===== config.mk =====
export PLATFORM = sky130hd
export DESIGN_NAME = alu_cmd_issuer
export DESIGN_NICKNAME = d
export VERILOG_FILES = /design/src/rtl/alu_pkg.sv /design/src/rtl/alu_issue_decode.sv /design/src/rtl/alu_cmd_issuer.sv
export SDC_FILE = /design/constraint.sdc
export NUM_CORES = 1
export LEC_CHECK = 0
export BUFFER_PORTS_ARGS = -buffer_cell sky130_fd_sc_hd__buf_2
export CORE_ASPECT_RATIO = 0.5
export CORE_MARGIN = 4
export CORE_UTILIZATION = 46
export DETAILED_ROUTE_END_ITERATION = 7
export PLACE_DENSITY = 0.89
export RECOVER_POWER = 100
export SLEW_MARGIN = 20
export SYNTH_ARGS = -nofsm -noshare
export SYNTH_HDL_FRONTEND = slang
export SYNTH_HIERARCHICAL = 1
export SYNTH_SLANG_ARGS = --single-unit

===== constraint.sdc =====
create_clock -name clk -period 2.4 [get_ports clk]
set_input_delay 0.48 -clock clk [delete_from_list [all_inputs] [get_ports clk]]
set_output_delay 0.48 -clock clk [all_outputs]
set_load 0.05 [all_outputs]

===== src/rtl/alu_pkg.sv =====
`default_nettype none
// ==== alu_pkg : ALU command encodings, issue latencies, issuer FSM state ====
// ==== rev 1.0 ==============================================================
package alu_pkg;

  typedef enum logic [3:0] {
    CMD_ADD        = 4'd0,
    CMD_SUB        = 4'd1,
    CMD_ADD_CIN    = 4'd2,
    CMD_SUB_CIN    = 4'd3,
    CMD_INC_A      = 4'd4,
    CMD_DEC_A      = 4'd5,
    CMD_INC_B      = 4'd6,
    CMD_DEC_B      = 4'd7,
    CMD_CMP        = 4'd8,
    CMD_MUL_INC    = 4'd9,
    CMD_MUL_SHL    = 4'd10,
    CMD_ADD_SIGNED = 4'd11,
    CMD_SUB_SIGNED = 4'd12
  } arith_cmd_t;

  typedef enum logic [3:0] {
    LOG_AND    = 4'd0,
    LOG_NAND   = 4'd1,
    LOG_OR     = 4'd2,
    LOG_NOR    = 4'd3,
    LOG_XOR    = 4'd4,
    LOG_XNOR   = 4'd5,
    LOG_NOT_A  = 4'd6,
    LOG_NOT_B  = 4'd7,
    LOG_SHR1_A = 4'd8,
    LOG_SHL1_A = 4'd9,
    LOG_SHR1_B = 4'd10,
    LOG_SHL1_B = 4'd11,
    LOG_ROL    = 4'd12,
    LOG_ROR    = 4'd13
  } logic_cmd_t;

  localparam int LAT_NORMAL = 2;
  localparam int LAT_MULT   = 3;
  localparam int CNT_W      = 2;

  typedef enum logic [1:0] {
    ST_IDLE = 2'd0,
    ST_BUSY = 2'd1,
    ST_RESP = 2'd2
  } state_t;

endpackage
`default_nettype wire


===== src/rtl/alu_issue_decode.sv =====
`default_nettype none
// ==== alu_issue_decode : command legality and ALU latency class ============
// ==== rev 1.0 ==============================================================
module alu_issue_decode
  import alu_pkg::*;
(
  input  logic             mode,
  input  logic [3:0]       cmd,
  output logic             legal,
  output logic [CNT_W-1:0] lat
);

  always_comb begin
    legal = mode ? (cmd <= CMD_SUB_SIGNED) : (cmd <= LOG_ROR);
    lat   = CNT_W'(LAT_NORMAL);
    if (mode && (cmd == CMD_MUL_INC || cmd == CMD_MUL_SHL)) begin
      lat = CNT_W'(LAT_MULT);
    end
  end

endmodule
`default_nettype wire


===== src/rtl/alu_cmd_issuer.sv =====
`default_nettype none
// ==== alu_cmd_issuer : one-outstanding request/response wrapper for an ALU ==
// ==== rev 1.0 ==============================================================
module alu_cmd_issuer
  import alu_pkg::*;
#(
  parameter int N    = 8,
  parameter int TAGW = 4
) (
  input  logic            clk,
  input  logic            rst,
  input  logic            req_valid,
  output logic            req_ready,
  input  logic            req_mode,
  input  logic [3:0]      req_cmd,
  input  logic            req_cin,
  input  logic [1:0]      req_inp_valid,
  input  logic [N-1:0]    req_opa,
  input  logic [N-1:0]    req_opb,
  input  logic [TAGW-1:0] req_tag,
  output logic            alu_ce,
  output logic            alu_mode,
  output logic [3:0]      alu_cmd,
  output logic            alu_cin,
  output logic [1:0]      alu_inp_valid,
  output logic [N-1:0]    alu_opa,
  output logic [N-1:0]    alu_opb,
  input  logic [2*N-1:0]  alu_res,
  input  logic            alu_err,
  input  logic            alu_oflow,
  input  logic            alu_cout,
  input  logic            alu_g,
  input  logic            alu_l,
  input  logic            alu_e,
  output logic            rsp_valid,
  input  logic            rsp_ready,
  output logic [2*N-1:0]  rsp_res,
  output logic            rsp_err,
  output logic            rsp_oflow,
  output logic            rsp_cout,
  output logic            rsp_g,
  output logic            rsp_l,
  output logic            rsp_e,
  output logic            rsp_illegal,
  output logic [TAGW-1:0] rsp_tag
);

  state_t           state;
  state_t           state_nxt;
  logic [CNT_W-1:0] cnt;
  logic             dec_legal;
  logic [CNT_W-1:0] dec_lat;
  logic             accept;
  logic             rsp_fire;
  logic             capture;

  alu_issue_decode u_decode (
    .mode  (req_mode),
    .cmd   (req_cmd),
    .legal (dec_legal),
    .lat   (dec_lat)
  );

  assign req_ready = (state == ST_IDLE) && !rst;
  assign rsp_valid = (state == ST_RESP);
  assign alu_ce    = (state == ST_BUSY);
  assign accept    = req_valid && req_ready;
  assign rsp_fire  = rsp_valid && rsp_ready;
  // Last BUSY cycle: the counter steps to zero on this edge, so BUSY lasts exactly the loaded latency.
  assign capture   = alu_ce && (cnt <= CNT_W'(1));

  always_ff @(posedge clk or posedge rst) begin
    if (rst) begin
      state <= ST_IDLE;
    end else begin
      state <= state_nxt;
    end
  end

  always_comb begin
    state_nxt = state;
    case (state)
      ST_IDLE: if (accept)   state_nxt = dec_legal ? ST_BUSY : ST_RESP;
      ST_BUSY: if (capture)  state_nxt = ST_RESP;
      ST_RESP: if (rsp_fire) state_nxt = ST_IDLE;
      default:               state_nxt = ST_IDLE;
    endcase
  end

  always_ff @(posedge clk or posedge rst) begin
    if (rst) begin
      cnt           <= '0;
      alu_mode      <= 1'b0;
      alu_cmd       <= '0;
      alu_cin       <= 1'b0;
      alu_inp_valid <= '0;
      alu_opa       <= '0;
      alu_opb       <= '0;
      rsp_res       <= '0;
      rsp_err       <= 1'b0;
      rsp_oflow     <= 1'b0;
      rsp_cout      <= 1'b0;
      rsp_g         <= 1'b0;
      rsp_l         <= 1'b0;
      rsp_e         <= 1'b0;
      rsp_illegal   <= 1'b0;
      rsp_tag       <= '0;
    end else begin
      if (accept) begin
        rsp_tag     <= req_tag;
        rsp_illegal <= !dec_legal;
        // Illegal commands never reach the ALU, so its input fields keep their previous values.
        if (dec_legal) begin
          cnt           <= dec_lat;
          alu_mode      <= req_mode;
          alu_cmd       <= req_cmd;
          alu_cin       <= req_cin;
          alu_inp_valid <= req_inp_valid;
          alu_opa       <= req_opa;
          alu_opb       <= req_opb;
        end else begin
          rsp_res   <= '0;
          rsp_err   <= 1'b0;
          rsp_oflow <= 1'b0;
          rsp_cout  <= 1'b0;
          rsp_g     <= 1'b0;
          rsp_l     <= 1'b0;
          rsp_e     <= 1'b0;
        end
      end
      if (alu_ce) begin
        cnt <= cnt - CNT_W'(1);
        if (capture) begin
          rsp_res   <= alu_res;
          rsp_err   <= alu_err;
          rsp_oflow <= alu_oflow;
          rsp_cout  <= alu_cout;
          rsp_g     <= alu_g;
          rsp_l     <= alu_l;
          rsp_e     <= alu_e;
        end
      end
    end
  end

endmodule
`default_nettype wire

==> results of run 1 <==
==> synth_stat cells, drive strengths merged (2+ instances only) <==
cell,number
a21o,2
buf,5
clkbuf,7
dfrtp,55
inv,4
mux2,28
nand2,2
nand3,2
nor2,3
nor2b,2
nor3,2
o21ai,22
o2bb2ai,22
==> worst reg2reg max path: cells and delay by family, from the launching register on <==
kind	cells	cell delay [ns]
flip-flops	1	0.43
AO/OA/AOI/OAI	1	0.18
AND/OR/NAND/NOR	2	1.01
==> area by class of cell <==
type                            count  share of cell area
Multi-Input combinational cell     97              0.2761
Tap cell                           66             0.02825
Clock buffer                        6             0.02483
Sequential cell                    55              0.4709
Timing Repair Buffer              113              0.1742
Clock inverter                      2             0.02055
Inverter                            4            0.005137
==> flip-flops by register name, summed over array words and instances, names as in the netlist, 2 cells and up <==
| signal | flops |
|---|---|
| alu_inp_valid | 2 |
| rsp_tag | 4 |
| state | 2 |
| alu_opb | 8 |
| alu_cmd | 4 |
| rsp_res | 16 |
| cnt | 2 |
| alu_opa | 8 |
==> layer usage <==
metal | wire, um | vias up | share of wire | global-route usage
li1 | - | 829 | - | -
met1 | 2133 | 880 | 0.39 | 0.2179
met2 | 2955 | 53 | 0.54 | 0.3266
met3 | 306 | 10 | 0.056 | 0.03614
met4 | 81 | 0 | 0.015 | 0.05755
met5 | 0 | - | 0 | 0
==> logic make-up (layout without fill, tap and decap cells) <==
logic type	after synthesis	after routing	synth area share
flops	55	55	0.5911
buf+inv	16	125	0.03493
compound gates	51	51	0.1542
simple gates	15	15	0.04621
fa+ha+maj	1	1	0.005373
xor+xnor	1	1	0.003762
mux	28	28	0.1628
other cells	1	1	0.001610
==> metrics by stage <==
stage | std cells | utilization | setup WS [ns] | cell area, um2 | hold WS, ns
after floorplan | 168 | - | 0.3953 | 2328 | 0.5210
after global placement | 335 | 0.6336 | 0.4829 | 2938 | 0.4701
after detailed placement | 335 | 0.6336 | 0.4050 | 2938 | 0.4864
after CTS | 343 | 0.6622 | 0.5106 | 3070 | 0.2446
after global routing | 343 | 0.6303 | 0.2229 | 2923 | 0.3597
final | 343 | 0.6303 | 0.3094 | 2923 | 0.3777
==> final timing paths <==
| path | start | cells past startpoint | to | slack (ns) |
|---|---|---|---|---|
| max in group asynchronous | rst | 3 | rsp_res[11] | 0.72 |
| min in group asynchronous | rst | 2 | rsp_res[3] | 0.40 |
| hold reg to reg | alu_opa[6] | 1 | alu_opa[6] | 0.50 |
| hold / removal | req_opa[7] | 2 | alu_opa[7] | 0.38 |
| setup reg to reg | state[1] | 3 | rsp_err | 0.64 |
| setup / recovery | state[1] | 3 | alu_ce | 0.31 |
==> impl_metrics.toml, run 1 <==
[grt]
gr-usage-all-layers = 0.1796
largest_net_degree_at_the_start_of_global_routing = 34
initial_antenna_violation_count = 0
global_route.overflow_total = 0
grt_first_pass_wirelength_um = 8921
vias_in_the_first_global_route = 1800

[worst_hold_path]
min-delay-path-class = "input port to flop"

[sta]
timing.setup.tns_ns = 0
timing.slew.headroom = 0.4199
fin_crit_sh = 0.8711
max_freq_ghz = 0.4783
fin_crit_ns = 2.091
fin_worst_skew_ns = 0.008891
final-hold-violation-count = 0
slew_viol_final = 0
finalSetupViolCount = 0
timing_worst_slew_pin_value_ns = 0.8692
grt_setup_unrepaired = "false"

[die]
start_util = 0.5022
die-height_um = 58.31
top_level_ports = 108
placeableCoreArea_mm2 = 0.004637
die_w_um = 108.6
die-area_mm2 = 0.006333
placementRows = 17

[synth]
yosys_register_bits = 55
synth_fp_nets = 223
yosysTopAreaCellShare = 0.5911
synth.largest_area_cell = "sky130_fd_sc_hd__dfrtp_1"
synth_edf_count = 0
synth.cell_area_mm2 = 0.002328
yosys_warnings = 6
async_set_reset_flop_share_out_of_synthesis = 1.000
synthCells = 168
synth_area_per_cell_um2 = 13.86
dominant_synthesized_flop_cell = "sky130_fd_sc_hd__dfrtp_1"
post_synth_main_area_contributors = "sky130_fd_sc_hd__dfrtp_1 (59%), sky130_fd_sc_hd__mux2_4 (11%), sky130_fd_sc_hd__o2bb2ai_1 (8.3%), sky130_fd_sc_hd__mux2_2 (5.3%), sky130_fd_sc_hd__o21ai_0 (4.7%)"
synth_cell_type_count = 31
synth_sequential_area_ratio = 0.5911

[critical_path]
path_buf_inv = 2
crit_family = "buffers and inverters"
path_cells = "nand2b_1, inv_1, clkbuf_1"
max_stage_delay_ns = 0.48
timing.critical_path.arrival_ns = 1.61
timing.critical_path.fanout_max = 8
worst_setup_path_start_kind = "flop"
critPathCaptureType = "output port"
required_ns = 1.92
slowest_stage_cell_on_the_critical_path = "sky130_fd_sc_hd__clkbuf_1"
critical_path_class = "flop to output port"

[clock_tree]
postCtsSetupBuffers = 0
cts_hold_buffers = 0
clock_network_latency_to_the_later_pin_of_the_worst_skew_pair_ns = 0.31
tritoncts_clock_tree = "done"
cts-root-to-sink-buffers = 2
clk_pin_slew_ns = 0.10
clock_tree.root_cell = "sky130_fd_sc_hd__clkbuf_8"
numCtsBuffers = 5
tritoncts_num_sinks = 55
cts_repair_resize_count = 0
cts_max_level = 2

[routing]
wire_per_inst_um = 15.97
via_per_inst = 5.166
drtIter0Drc = 42
ant_nets = 0
drt_pre_antenna_iters = 4
routed-via-count = 1772
count_of_unresolved_drc_violations_after_routing = 0
routed_wl_um = 5476

[run]
drv_cap = 0

[run_status]
run_status = "finished, final reports clean"

[final_layout]
layout_common_cells = "sky130_fd_sc_hd__clkbuf_1 (56), sky130_fd_sc_hd__dfrtp_1 (55), sky130_fd_sc_hd__buf_2 (52), sky130_fd_sc_hd__o21ai_0 (22), sky130_fd_sc_hd__o2bb2ai_1 (22)"
layout.filler_cells = 421
areaGrowthSynthToFinish_pct = 25.52
seq_area_mm2 = 0.001376
multi_input_area_um2 = 807.0
nets = 331
num_antenna_cells = 0
post_route_cells_drive_above_1_share = 0.2888
most_common_cell_after_layout_fill_and_taps_aside = "sky130_fd_sc_hd__clkbuf_1"

[placed_design]
hpwl_um = 4178
globalplace.congestion = 0.7702
count_of_buffers_from_port_buffering = 107
Power of run 1 is left out: the tool's default activity adds up to more than one toggle a clock period on the data nets, which glitch-free logic cannot reach.
==> run 2, diff against run 1 <==
--- a/config.mk
+++ b/config.mk
@@ -6,7 +6,6 @@
 export NUM_CORES = 1
 export LEC_CHECK = 0
 export BUFFER_PORTS_ARGS = -buffer_cell sky130_fd_sc_hd__buf_2
-export CORE_ASPECT_RATIO = 0.5
 export CORE_MARGIN = 4
 export CORE_UTILIZATION = 46
 export DETAILED_ROUTE_END_ITERATION = 7
==> run 2 against run 1 <==
Net effect:
- critical path depth stayed put
- final cell count is 1.2% higher
- critical endpoint unchanged
- via count is 4.7% lower
- clock-buffer cell count stayed put
- first-iteration DRC count is 60% higher
- routed wire length is 3.3% lower
- critical path type unchanged
- non-clock buffer count is 3 higher
- worst hold slack better by 0.0017 ns
==> impl_metrics.toml, run 2 (synthesized netlist as in run 1, its figures left out) <==
[run_status]
run_status = "finished, final reports clean"

[critical_path]
startpoint = "state[1]"
worst_setup_path_start_kind = "flop"
path_cells = "nand2b_1, inv_1, clkbuf_1"
timing.critical_path.arrival_ns = 1.49
required_ns = 1.92
rr_worst_depth = 6
timing.critical_path.fanout_max = 5
regToRegEndpoint = "state[1]"
rr_startpoint = "cnt[0]"
cp-endpoint = "alu_ce"
critPathCaptureType = "output port"
max_stage_delay_ns = 0.46
critical_path_class = "flop to output port"
slowest_stage_cell_on_the_critical_path = "sky130_fd_sc_hd__clkbuf_1"
reg2reg_slack_ns = 0.57

[die]
top_level_ports = 108
placeableCoreArea_mm2 = 0.004817
start_util = 0.4834
die-area_mm2 = 0.006264
placementRows = 25
die-height_um = 79.15
die_w_um = 79.15

[clock_tree]
tritoncts_num_sinks = 55
clock_network_latency_to_the_later_pin_of_the_worst_skew_pair_ns = 0.30
clk_pin_slew_ns = 0.10
cts_hold_buffers = 0
tritoncts_clock_tree = "done"
cts_max_level = 2
numCtsBuffers = 5
clock_tree.root_cell = "sky130_fd_sc_hd__clkbuf_8"
cts-root-to-sink-buffers = 2
cts_repair_resize_count = 0
postCtsSetupBuffers = 0

[sta]
worst_hold_slack_ns = 0.3794
fin_crit_sh = 0.8202
fin_worst_skew_ns = 0.01058
timing_worst_slew_pin_value_ns = 0.9288
max_freq_ghz = 0.5080
final-hold-violation-count = 0
slew_viol_final = 0
timing.setup.tns_ns = 0
fin_crit_ns = 1.968
grt_setup_unrepaired = "false"
timing.slew.headroom = 0.3801
finalSetupViolCount = 0

[grt]
gr-usage-all-layers = 0.1706
gr-max-usage-layer = "met2"
largest_net_degree_at_the_start_of_global_routing = 28
initial_antenna_violation_count = 0
global_route.overflow_total = 0
vias_in_the_first_global_route = 1697
met2_usage = 0.2702
use_met1 = 0.2435
met3_usage = 0.02494
grt_first_pass_wirelength_um = 8480

[final_layout]
most_common_cell_after_layout_fill_and_taps_aside = "sky130_fd_sc_hd__clkbuf_1"
post_layout_nonfiller_instances = 347
largest_register = "rsp_res"
largest_register_ffs = 16
areaGrowthSynthToFinish_pct = 23.75
seq_area_mm2 = 0.001376
layout.filler_cells = 469
nets = 334
multi_input_area_um2 = 792.0
num_antenna_cells = 0
layout_common_cells = "sky130_fd_sc_hd__clkbuf_1 (58), sky130_fd_sc_hd__dfrtp_1 (55), sky130_fd_sc_hd__buf_2 (52), sky130_fd_sc_hd__o21ai_0 (22), sky130_fd_sc_hd__o2bb2ai_1 (22)"
largest_registers = "rsp_res: 16 flops, alu_opa: 8 flops, alu_opb: 8 flops"
post-route-util = 0.5982
post_route_cells_drive_above_1_share = 0.2857

[routing]
wire_per_inst_um = 15.27
ant_nets = 0
routed_wl_um = 5298
via_per_inst = 4.865
count_of_unresolved_drc_violations_after_routing = 0
routed-via-count = 1688
drtIter0Drc = 67
drt_pre_antenna_iters = 4

[placed_design]
hpwl_um = 4005
placedCellCount = 339
globalplace.congestion = 0.7005
count_of_buffers_from_port_buffering = 107

[run]
drv_cap = 0

[worst_hold_path]
min-delay-path-class = "input port to asynchronous set/reset pin"
[run 2: changes by cell type in the layout (fill, tap and decap cells not counted), sizes merged]
| cell | delta |
|---|---|
| buf | +1 |
| bufinv | -2 |
| clkbuf | +2 |
| clkinv | +2 |
[run 2: final cells by class]
class,count,area share
timing repair buffer,116,0.1819
inverter,4,0.005211
sequential,55,0.4776
clock inverter,2,0.006079
multi-input combinational,97,0.2749
clock buffer,6,0.02518
tap,67,0.02909
[run 2: per-stage QoR]
step / worst slack, ns / instance area (um2)
after floorplan: 0.3953 / 2328
after global placement: 0.5482 / 2949
after detailed placement: 0.5073 / 2949
after CTS: 0.5859 / 3039
after global routing: 0.3426 / 2882
final: 0.4316 / 2882
[run 2: worst min-delay path by stage]
stage	startpoint	to	slack (ns)	depth (start not counted)
after detailed placement	alu_opa[2]	alu_opa[2]	0.49	1
after global routing	req_inp_valid[1]	alu_inp_valid[1]	0.36	2
after floorplan	cnt[0]	cnt[0]	0.52	1
after global placement	rsp_illegal	rsp_illegal	0.48	1
after CTS	rst	cnt[1]	0.24	2
final	rst	cnt[1]	0.38	2
[run 2: worst max-delay path: cells and delay by family, from the launching register on]
kind / cells / cell delay, ns
flops: 1 / 0.41
buf+inv: 2 / 0.54
simple gates: 1 / 0.24
[run 2: metal layers]
layer | wire length [um] | vias to the layer above
met5 | 0 | -
li1 | - | 827
met1 | 2307 | 803
met3 | 251 | 7
met2 | 2652 | 51
met4 | 87 | 0
Power of run 2 is left out for the same reason.
